**config.mk**
```make
export PLATFORM = sky130hd
export DESIGN_NAME = buffer_serial_loader
export DESIGN_NICKNAME = d
export VERILOG_FILES = /design/src/rtl/buffer_serial_loader.sv
export SDC_FILE = /design/constraint.sdc
export NUM_CORES = 1
export LEC_CHECK = 0
export CORE_MARGIN = 4
export CORE_UTILIZATION = 55
export CTS_CLUSTER_DIAMETER = 120
export DETAILED_ROUTE_END_ITERATION = 16
export PLACE_DENSITY = 0.8
export SYNTH_ARGS = -nofsm -noshare
export SYNTH_HDL_FRONTEND = slang
export SYNTH_SLANG_ARGS = --single-unit
export TNS_END_PERCENT = 20
```
**constraint.sdc**
```tcl
create_clock -name clk -period 5.2 [get_ports clk]
set_input_delay 0.78 -clock clk [delete_from_list [all_inputs] [get_ports clk]]
set_output_delay 0.78 -clock clk [all_outputs]
set_load 0.01 [all_outputs]
```
**src/rtl/buffer_serial_loader.sv**
```systemverilog
// Serial (mode 0) write sequencer: scatters a valid/ready word stream across the
// buffer banks, filling consecutive addresses in one bank before moving to the next.
module buffer_serial_loader #(
  parameter int N_BUF       = 8,
  parameter int ADDR_RAM    = 10,
  parameter int WID_PE_BITS = 16
) (
  input  logic                       clk,
  input  logic                       rst,
  input  logic                       cfg_start,
  input  logic [$clog2(N_BUF)-1:0]   cfg_bank,
  input  logic [ADDR_RAM-1:0]        cfg_base_addr,
  input  logic [ADDR_RAM:0]          cfg_words_per_bank,
  input  logic [$clog2(N_BUF):0]     cfg_num_banks,
  input  logic                       abort,
  input  logic                       s_valid,
  output logic                       s_ready,
  input  logic [WID_PE_BITS-1:0]     s_data,
  output logic [N_BUF-1:0]           m0_w_en,
  output logic [ADDR_RAM-1:0]        m0_w_addr,
  output logic [WID_PE_BITS-1:0]     m0_w_data,
  output logic                       busy,
  output logic                       done,
  output logic                       error
);

  // state | meaning
  // IDLE  | waiting for cfg_start; cfg_* sampled here only
  // LOAD  | accepting stream words and issuing bank writes
  // DONE  | one-cycle done pulse after completion, abort or bad config

  localparam int BANK_W = $clog2(N_BUF);
  localparam int NB_W   = BANK_W + 1;
  localparam int WPB_W  = ADDR_RAM + 1;
  localparam int CNT_W  = ADDR_RAM + BANK_W + 1;

  localparam logic [WPB_W-1:0]  WPB_MAX  = {1'b1, {ADDR_RAM{1'b0}}};
  localparam logic [NB_W-1:0]   NB_MAX   = NB_W'(N_BUF);
  localparam logic [BANK_W-1:0] BANK_TOP = BANK_W'(N_BUF - 1);

  typedef enum logic [1:0] {
    S_IDLE = 2'd0,
    S_LOAD = 2'd1,
    S_DONE = 2'd2
  } state_t;

  state_t r_state;
  state_t w_state_nxt;

  logic [BANK_W-1:0]      r_bank;
  logic [ADDR_RAM-1:0]    r_addr;
  logic [ADDR_RAM-1:0]    r_base;
  logic [WPB_W-1:0]       r_wpb;
  logic [WPB_W-1:0]       r_bank_left;
  logic [CNT_W-1:0]       r_words_left;
  logic [N_BUF-1:0]       r_w_en;
  logic [ADDR_RAM-1:0]    r_w_addr;
  logic [WID_PE_BITS-1:0] r_w_data;
  logic                   r_error;

  logic                   w_ready;
  logic                   w_accept;
  logic                   w_start;
  logic                   w_cfg_bad;
  logic                   w_last;
  logic                   w_bank_end;
  logic [CNT_W-1:0]       w_total;
  logic [BANK_W-1:0]      w_bank_inc;
  logic [N_BUF-1:0]       w_onehot;
  logic                   w_busy;
  logic                   w_done;

  assign w_ready    = (r_state == S_LOAD) && !abort;
  assign w_accept   = s_valid && w_ready;
  assign w_start    = (r_state == S_IDLE) && cfg_start;
  assign w_cfg_bad  = (cfg_words_per_bank == '0) || (cfg_words_per_bank > WPB_MAX) ||
                      (cfg_num_banks == '0) || (cfg_num_banks > NB_MAX);
  assign w_last     = w_accept && (r_words_left == CNT_W'(1));
  assign w_bank_end = (r_bank_left == WPB_W'(1));
  // Legal configs keep the product within CNT_W bits (2^ADDR_RAM * N_BUF max).
  assign w_total    = CNT_W'(cfg_words_per_bank) * CNT_W'(cfg_num_banks);
  assign w_bank_inc = (r_bank == BANK_TOP) ? '0 : r_bank + 1'b1;
  assign w_onehot   = N_BUF'(1) << r_bank;

  always_ff @(posedge clk) begin
    if (rst) begin
      r_state <= S_IDLE;
    end else begin
      r_state <= w_state_nxt;
    end
  end

  always_comb begin
    w_state_nxt = r_state;
    w_busy      = 1'b0;
    w_done      = 1'b0;
    case (r_state)
      S_IDLE: begin
        if (cfg_start) begin
          w_state_nxt = w_cfg_bad ? S_DONE : S_LOAD;
        end
      end
      S_LOAD: begin
        w_busy = 1'b1;
        if (abort || w_last) begin
          w_state_nxt = S_DONE;
        end
      end
      S_DONE: begin
        w_done      = 1'b1;
        w_state_nxt = S_IDLE;
      end
      default: begin
        w_state_nxt = S_IDLE;
      end
    endcase
  end

  always_ff @(posedge clk) begin
    if (rst) begin
      r_bank       <= '0;
      r_addr       <= '0;
      r_base       <= '0;
      r_wpb        <= '0;
      r_bank_left  <= '0;
      r_words_left <= '0;
      r_w_en       <= '0;
      r_w_addr     <= '0;
      r_w_data     <= '0;
      r_error      <= 1'b0;
    end else begin
      r_w_en <= '0;
      if (w_start) begin
        r_error <= w_cfg_bad;
        if (!w_cfg_bad) begin
          r_base       <= cfg_base_addr;
          r_addr       <= cfg_base_addr;
          r_bank       <= cfg_bank;
          r_wpb        <= cfg_words_per_bank;
          r_bank_left  <= cfg_words_per_bank;
          r_words_left <= w_total;
        end
      end
      if (w_accept) begin
        r_w_en       <= w_onehot;
        r_w_addr     <= r_addr;
        r_w_data     <= s_data;
        r_words_left <= r_words_left - 1'b1;
        if (w_bank_end) begin
          r_bank_left <= r_wpb;
          r_addr      <= r_base;
          r_bank      <= w_bank_inc;
        end else begin
          r_bank_left <= r_bank_left - 1'b1;
          r_addr      <= r_addr + 1'b1;
        end
      end
    end
  end

  assign s_ready   = w_ready;
  assign m0_w_en   = r_w_en;
  assign m0_w_addr = r_w_addr;
  assign m0_w_data = r_w_data;
  assign busy      = w_busy;
  assign done      = w_done;
  assign error     = r_error;

endmodule

```
==> flow_metrics.py, run 1 <==
metrics = {
    "timing": {
        "fin_skew_ns": 0.0175,
        "period_share_pct": 77.3,
        "rsz0062_at_grt": "no",
        "period_needed_ns": 4.02,
        "final_hold_viol_count": 0,
        "relSlewSlack_pct": 19.4,
        "worst_pin_slew_ns": 1.21,
        "slew_violations": 0,
        "timing.fmax_ghz": 0.249,
        "setup_violations": 0,
        "tns_ns": 0,
    },
    "drt": {
        "dr.pass1.iters": 5,
        "avgRoutedWirePerCell_um": 15.4,
        "vias": 5351,
        "viasPerCell": 5.75,
        "drtIter0Drc": 282,
        "wl_mm": 14.3,
        "antenna_left": 0,
        "route.detailed.drc": 0,
    },
    "run": {
        "drv_cap": 0,
    },
    "place": {
        "io_buffers": 86,
        "gp_congestion": 0.897,
        "dp_hpwl_mm": 10.6,
        "post-place-cells": 914,
    },
    "yosys": {
        "synthFlopType": "dfxtp_1",
        "syn_inst": 729,
        "yosysSeqAreaShare_pct": 33.8,
        "syn-cell-area_um2": 5690,
        "synth-edff-count": 0,
        "ys_warn_count": 0,
        "syn_area_per_cell_um2": 7.81,
        "netlist_top_cells_count": "nand2_1 (155), dfxtp_1 (96), a21oi_1 (82)",
        "synth_cell_types": 57,
        "netlist_top_cells_area": "dfxtp_1 (34%), nand2_1 (10%), a21oi_1 (7.2%), fa_1 (6.3%), ha_1 (5.9%)",
        "yosysTopAreaCellShare_pct": 33.8,
        "synth_most_common_cell": "nand2_1",
        "yosys_register_bits": 96,
        "synth.largest_area_cell": "dfxtp_1",
        "syn_nets": 823,
        "async_flop_share_pct": 0,
    },
    "outcome": {
        "status": "completed",
    },
    "clocking": {
        "clkTransAtPathRegs_ns": 0.10,
        "clock_latency_ns": 0.38,
        "cts_made_buffers": 9,
        "clockRootBuffer": "clkbuf_8",
        "ctsHoldBuffers": 0,
        "post-cts-setup-buffers": 0,
        "cts.sinks": 96,
        "ctsResizeCount": 0,
        "cts_tree": "yes",
        "clk_path_buf_depth": 2,
        "h-tree-depth": 3,
    },
    "global_routing": {
        "gr-usage-all-layers_pct": 24.7,
        "antenna_found_initial": 0,
        "grt_pass1_wl_mm": 23.8,
        "grt_overflow": 0,
        "grt_max_degree": 66,
        "first_global_vias": 5239,
    },
    "min_path": {
        "hp-class": "flop to flop",
        "worstHoldPathCells": 2,
    },
    "floorplan": {
        "die_x_um": 110,
        "io_pins": 87,
        "rows": 36,
        "initial_core_util_pct": 57.5,
        "dieArea_um2": 12000,
        "core-area_um2": 9910,
        "die_h_um": 110,
    },
    "layout": {
        "nFillCells": 827,
        "drive_gt1_share_pct": 4.52,
        "stdcell_count": 930,
        "fin_nets": 886,
        "insertedDiodeCount": 0,
        "area_delta_synth_final_pct": 19.5,
        "seqCellArea_um2": 1920,
        "fin_util_pct": 68.7,
        "multiInputGateArea_um2": 3450,
    },
    "pwr": {
        "vdd_ir_drop_max_mv": 0.243,
        "power_per_cell_area_nw_per_um2": 242,
        "power.total_mw": 1.65,
        "p_leak_nw": 2.66,
    },
    "setup_path": {
        "critPathArrivalTime_ns": 4.34,
        "cp-start-kind": "input pin",
        "cp.required_ns": 5.52,
        "crit_path_max_fanout": 13,
        "critPathCaptureType": "flop",
        "reg2reg_depth": 6,
        "crit_type": "input pin to flop",
    },
}
## cells in the final DEF (no fill, tap or decap), types with 5 or more instances in the layout
cell type,Yosys,routed
inv_1,43,43
nand4_1,8,8
buf_4,2,7
and3_1,7,7
nor2b_1,5,5
xnor2_1,11,11
nand3_1,12,11
dfxtp_1,96,96
o211ai_1,6,6
a21oi_1,82,82
nor4_1,5,5
a31oi_1,8,8
a311oi_1,13,13
nor2_1,55,55
o22ai_1,5,5
or3_1,7,7
nand2_1,155,154
fa_1,18,18
and2_1,30,30
o21ai_0,15,15
a211oi_1,5,5
clkbuf_8,0,9
xor2_1,13,13
clkdlybuf4s50_1,0,85
ha_1,27,27
o21a_1,5,5
nor3_1,11,11
## routing by layer
metal,share of wire [%],vias to the layer above,track usage [%]
li1,-,2604,-
met1,40,2564,29.2
met2,52,161,43.8
met3,5.7,22,5.70
met4,2.1,0,8.37
met5,0,-,0
## per-stage QoR
| step | cell area, um^2 | hold slack [ns] | setup WS, ns |
|---|---|---|---|
| final | 6800 | 0.457 | 1.18 |
| after global routing | 6800 | 0.474 | 0.973 |
| after CTS | 6800 | 0.459 | 1.19 |
| after detailed placement | 6610 | 0.445 | 0.794 |
| after global placement | 6610 | 0.439 | 0.858 |
| after floorplan | 5690 | 0.431 | 1.48 |
## logic make-up after synthesis
| logic type | share of synthesized area [%] |
|---|---|
| DFF | 33.8 |
| adders and majority gates | 12.3 |
| buffers and inverters | 6.04 |
| muxes | 0.352 |
| xor gates and xnor gates | 3.69 |
| and+or+nand+nor | 24.6 |
| AOI/OAI and AO/OA | 19.3 |
## where the power goes
group | total (mW) | internal [mW] | switching (mW)
logic | 0.396 | 0.176 | 0.219
clock network | 0.486 | 0.224 | 0.262
registers | 0.768 | 0.751 | 0.0161
## final cells by class
cell class | count | area share (%)
clock inverter | 6 | 0.993
clock buffer | 10 | 1.88
inverter | 43 | 2.37
multi-input combinational | 549 | 50.7
sequential | 96 | 28.2
timing repair buffer | 93 | 13.4
tap | 133 | 2.45
## worst max-delay path, cell delays in order
cell and delay (ns):
clkdlybuf4s50_1 0.60, and2_1 0.28, fa_1 0.54, inv_1 0.06, fa_1 0.53, inv_1 0.04
ha_1 0.33, nor2b_1 0.16, o31a_1 0.29, o21a_1 0.20, o21a_1 0.16, o31a_1 0.23
a21oi_1 0.13
## flip-flops by register name (all words and copies together) (netlist names)
register and cells:
m0_w_en 8, error 1, r_bank 3, r_base 10, r_wpb 11, r_state 2, m0_w_addr 10, r_bank_left 11
r_words_left 14, r_addr 10, m0_w_data 16
## path summary, 6_finish.rpt
path / from / end / slack, ns
hold reg to reg: r_wpb[8] / r_wpb[8] / 0.46
setup reg to reg: r_bank_left[4] / r_bank[0] / 2.04
setup / recovery: cfg_num_banks[3] / r_words_left[8] / 1.18
hold / removal: r_wpb[8] / r_wpb[8] / 0.46
(Power assumes the default switching activity.)
==> run 2, diff against run 1 <==
==> constraint.sdc (replaced) <==
create_clock -name clk -period 3.8 [get_ports clk]
set_input_delay 0.57 -clock clk [delete_from_list [all_inputs] [get_ports clk]]
set_output_delay 0.57 -clock clk [all_outputs]
set_load 0.01 [all_outputs]
==> run 2 against run 1 <==
  * Worst setup slack worse by 1.0 ns
  * Total power is 38% higher
  * Combinational power grew 57%
  * Final cell count is 5.1% higher
  * Core utilization up 3.5 points
  * Critical path depth unchanged
  * Via count increased by 2.8%
  * Sequential share of layout area is 1.4 points lower
  * First-iteration DRC count rose by 57%
  * Flip-flop and latch count is the same
  * Wire length rose by 2.8%
  * Largest cell class unchanged
==> flow_metrics.py, run 2 (synthesized netlist as in run 1, its figures left out) <==
metrics = {
    "outcome": {
        "status": "completed",
    },
    "floorplan": {
        "rows": 36,
        "initial_core_util_pct": 57.5,
        "io_pins": 87,
        "core-area_um2": 9910,
        "die_x_um": 110,
        "die_h_um": 110,
        "dieArea_um2": 12000,
    },
    "pwr": {
        "pwr-share-clk_pct": 26.5,
        "switching_share_pct": 30.8,
        "p_comb_share_pct": 27.4,
        "power.total_mw": 2.28,
        "p_leak_nw": 2.89,
        "netSwitchingPower_mw": 0.701,
        "power_per_cell_area_nw_per_um2": 318,
        "seq_power_share_pct": 46.2,
        "intPower_mw": 1.58,
        "vdd_ir_drop_max_mv": 0.212,
    },
    "setup_path": {
        "crit_path_start": "cfg_num_banks[1]",
        "crit_type": "input pin to flop",
        "cp.required_ns": 4.10,
        "timing.critical_path.to": "r_words_left[8]",
        "crit_path_max_fanout": 9,
        "critPathArrivalTime_ns": 3.96,
        "cp-start-kind": "input pin",
        "r2r-start": "r_state[1]",
        "rrSetupSlack_ns": 1.26,
        "r2r-end": "r_words_left[8]",
        "critPathCaptureType": "flop",
        "reg2reg_depth": 6,
    },
    "place": {
        "pre_cts_ws_ns": -0.230,
        "io_buffers": 86,
        "placed_cell_area_um2": 6970,
        "dp_hpwl_mm": 11.0,
        "post-place-cells": 961,
        "gp_congestion": 0.941,
    },
    "drt": {
        "antenna_left": 0,
        "wl_mm": 14.7,
        "route.detailed.drc": 0,
        "avgRoutedWirePerCell_um": 15.0,
        "vias": 5499,
        "dr.pass1.iters": 5,
        "viasPerCell": 5.63,
        "drtIter0Drc": 442,
    },
    "timing": {
        "worst_pin_slew_ns": 0.796,
        "fin_skew_ns": 0.0114,
        "period_needed_ns": 3.66,
        "period_share_pct": 96.2,
        "setup_violations": 0,
        "timing.fmax_ghz": 0.274,
        "setup_ws_ns": 0.144,
        "relSlewSlack_pct": 46.4,
        "final_hold_viol_count": 0,
        "slew_violations": 0,
    },
    "layout": {
        "final_cell_area_um2": 7150,
        "fin_nets": 933,
        "drive_gt1_share_pct": 9.95,
        "layout_common_cells": "nand2_1 (154), dfxtp_1 (96), clkdlybuf4s50_1 (84)",
        "area_delta_synth_final_pct": 25.6,
        "largest_register_ffs": 16,
        "layout_commonest_cell": "nand2_1",
        "stdcell_count": 977,
        "fin_util_pct": 72.2,
        "insertedDiodeCount": 0,
    },
    "global_routing": {
        "grt_overflow": 0,
        "grt_pass1_wl_mm": 24.3,
        "first_global_vias": 5316,
        "antenna_found_initial": 0,
        "gr-usage-all-layers_pct": 25.1,
        "grt_max_degree": 41,
    },
    "clocking": {
        "cts.sinks": 96,
        "cts_tree": "yes",
        "clk_path_buf_depth": 2,
        "clockRootBuffer": "clkbuf_8",
        "clock_latency_ns": 0.37,
        "clkTransAtPathRegs_ns": 0.09,
        "h-tree-depth": 3,
        "cts_made_buffers": 9,
    },
    "run": {
        "drv_cap": 0,
    },
    "min_path": {
        "hp-class": "flop to flop",
    },
}
==> run 2: cell types whose count changed in the layout (fill, tap and decap cells not counted), sizes merged <==
cell	before	now
dlymetal6s2s	0	1
clkdlybuf4s50	85	84
clkinvlp	2	3
bufinv	1	0
buf	8	55
==> run 2: through the flow <==
step	TNS [ns]	hold WS (ns)
2_1_floorplan	0	0.431
3_3_place_gp	-0.744	0.439
3_5_place_dp	-1.20	0.447
4_1_cts	0	0.460
5_1_grt	-0.0147	0.481
6_report	0	0.459
==> run 2: how the worst min path moves through the flow <==
stage | from | to | slack, ns | cells after the start
2_1_floorplan | r_wpb[9] | r_wpb[9] | 0.43 | 2
3_3_place_gp | r_base[6] | r_base[6] | 0.44 | 2
3_5_place_dp | r_wpb[1] | r_wpb[1] | 0.45 | 2
4_1_cts | r_wpb[1] | r_wpb[1] | 0.46 | 2
5_1_grt | r_wpb[1] | r_wpb[1] | 0.48 | 2
6_report | m0_w_data[2] | m0_w_data[2] | 0.46 | 2
==> run 2: power groups by stage <==
stage / registers [mW] / clock network [mW] / logic (mW)
3_5_place_dp: 1.07 / 0 / 0.615
3_3_place_gp: 1.07 / 0 / 0.596
5_1_grt: 1.05 / 0.658 / 0.694
2_1_floorplan: 1.07 / 0 / 0.378
6_report: 1.05 / 0.602 / 0.622
4_1_cts: 1.05 / 0.615 / 0.619
==> run 2: layout make-up <==
| class | instances | area [um^2] |
|---|---|---|
| clock inverter | 6 | 45.0 |
| clock buffer | 10 | 128 |
| fill | 793 | 2760 |
| inverter | 43 | 161 |
| tap | 133 | 166 |
| sequential | 96 | 1920 |
| multi-input combinational | 549 | 3460 |
| timing repair buffer | 140 | 1280 |
==> run 2: worst max-delay path: stages <==
cell and delay (ns):
clkdlybuf4s50_1 0.54, and2_1 0.24, fa_1 0.48, inv_1 0.05, fa_1 0.54, inv_1 0.05, ha_1 0.32, nor2b_1 0.15
o31a_1 0.29, o21a_1 0.20, o21a_1 0.17, o31a_1 0.22, a21oi_1 0.13
==> run 2: routing by layer <==
metal	wire [um]	global-route usage, %	share of wire (%)	vias up
met1	6470	32.3	44	2663
li1	-	-	-	2702
met5	0	0	0	-
met4	201	5.79	1.4	0
met3	594	4.76	4.0	19
met2	7420	43.6	51	115
==> run 2: timing repair <==
action / CTS / global route
hold buffers: 0 / 0
resized for setup: 0 / 3
buffers inserted: 0 / 0
setup endpoints to repair: 0 / 3
==> run 3, diff against run 2 <==
--- a/config.mk
+++ b/config.mk
@@ -10,6 +10,7 @@
 export CTS_CLUSTER_DIAMETER = 120
 export DETAILED_ROUTE_END_ITERATION = 16
 export PLACE_DENSITY = 0.8
+export SLEW_MARGIN = 20
 export SYNTH_ARGS = -nofsm -noshare
 export SYNTH_HDL_FRONTEND = slang
 export SYNTH_SLANG_ARGS = --single-unit
==> results of run 3 <==
Final layout, timing and power as in run 2 (identical DEF).
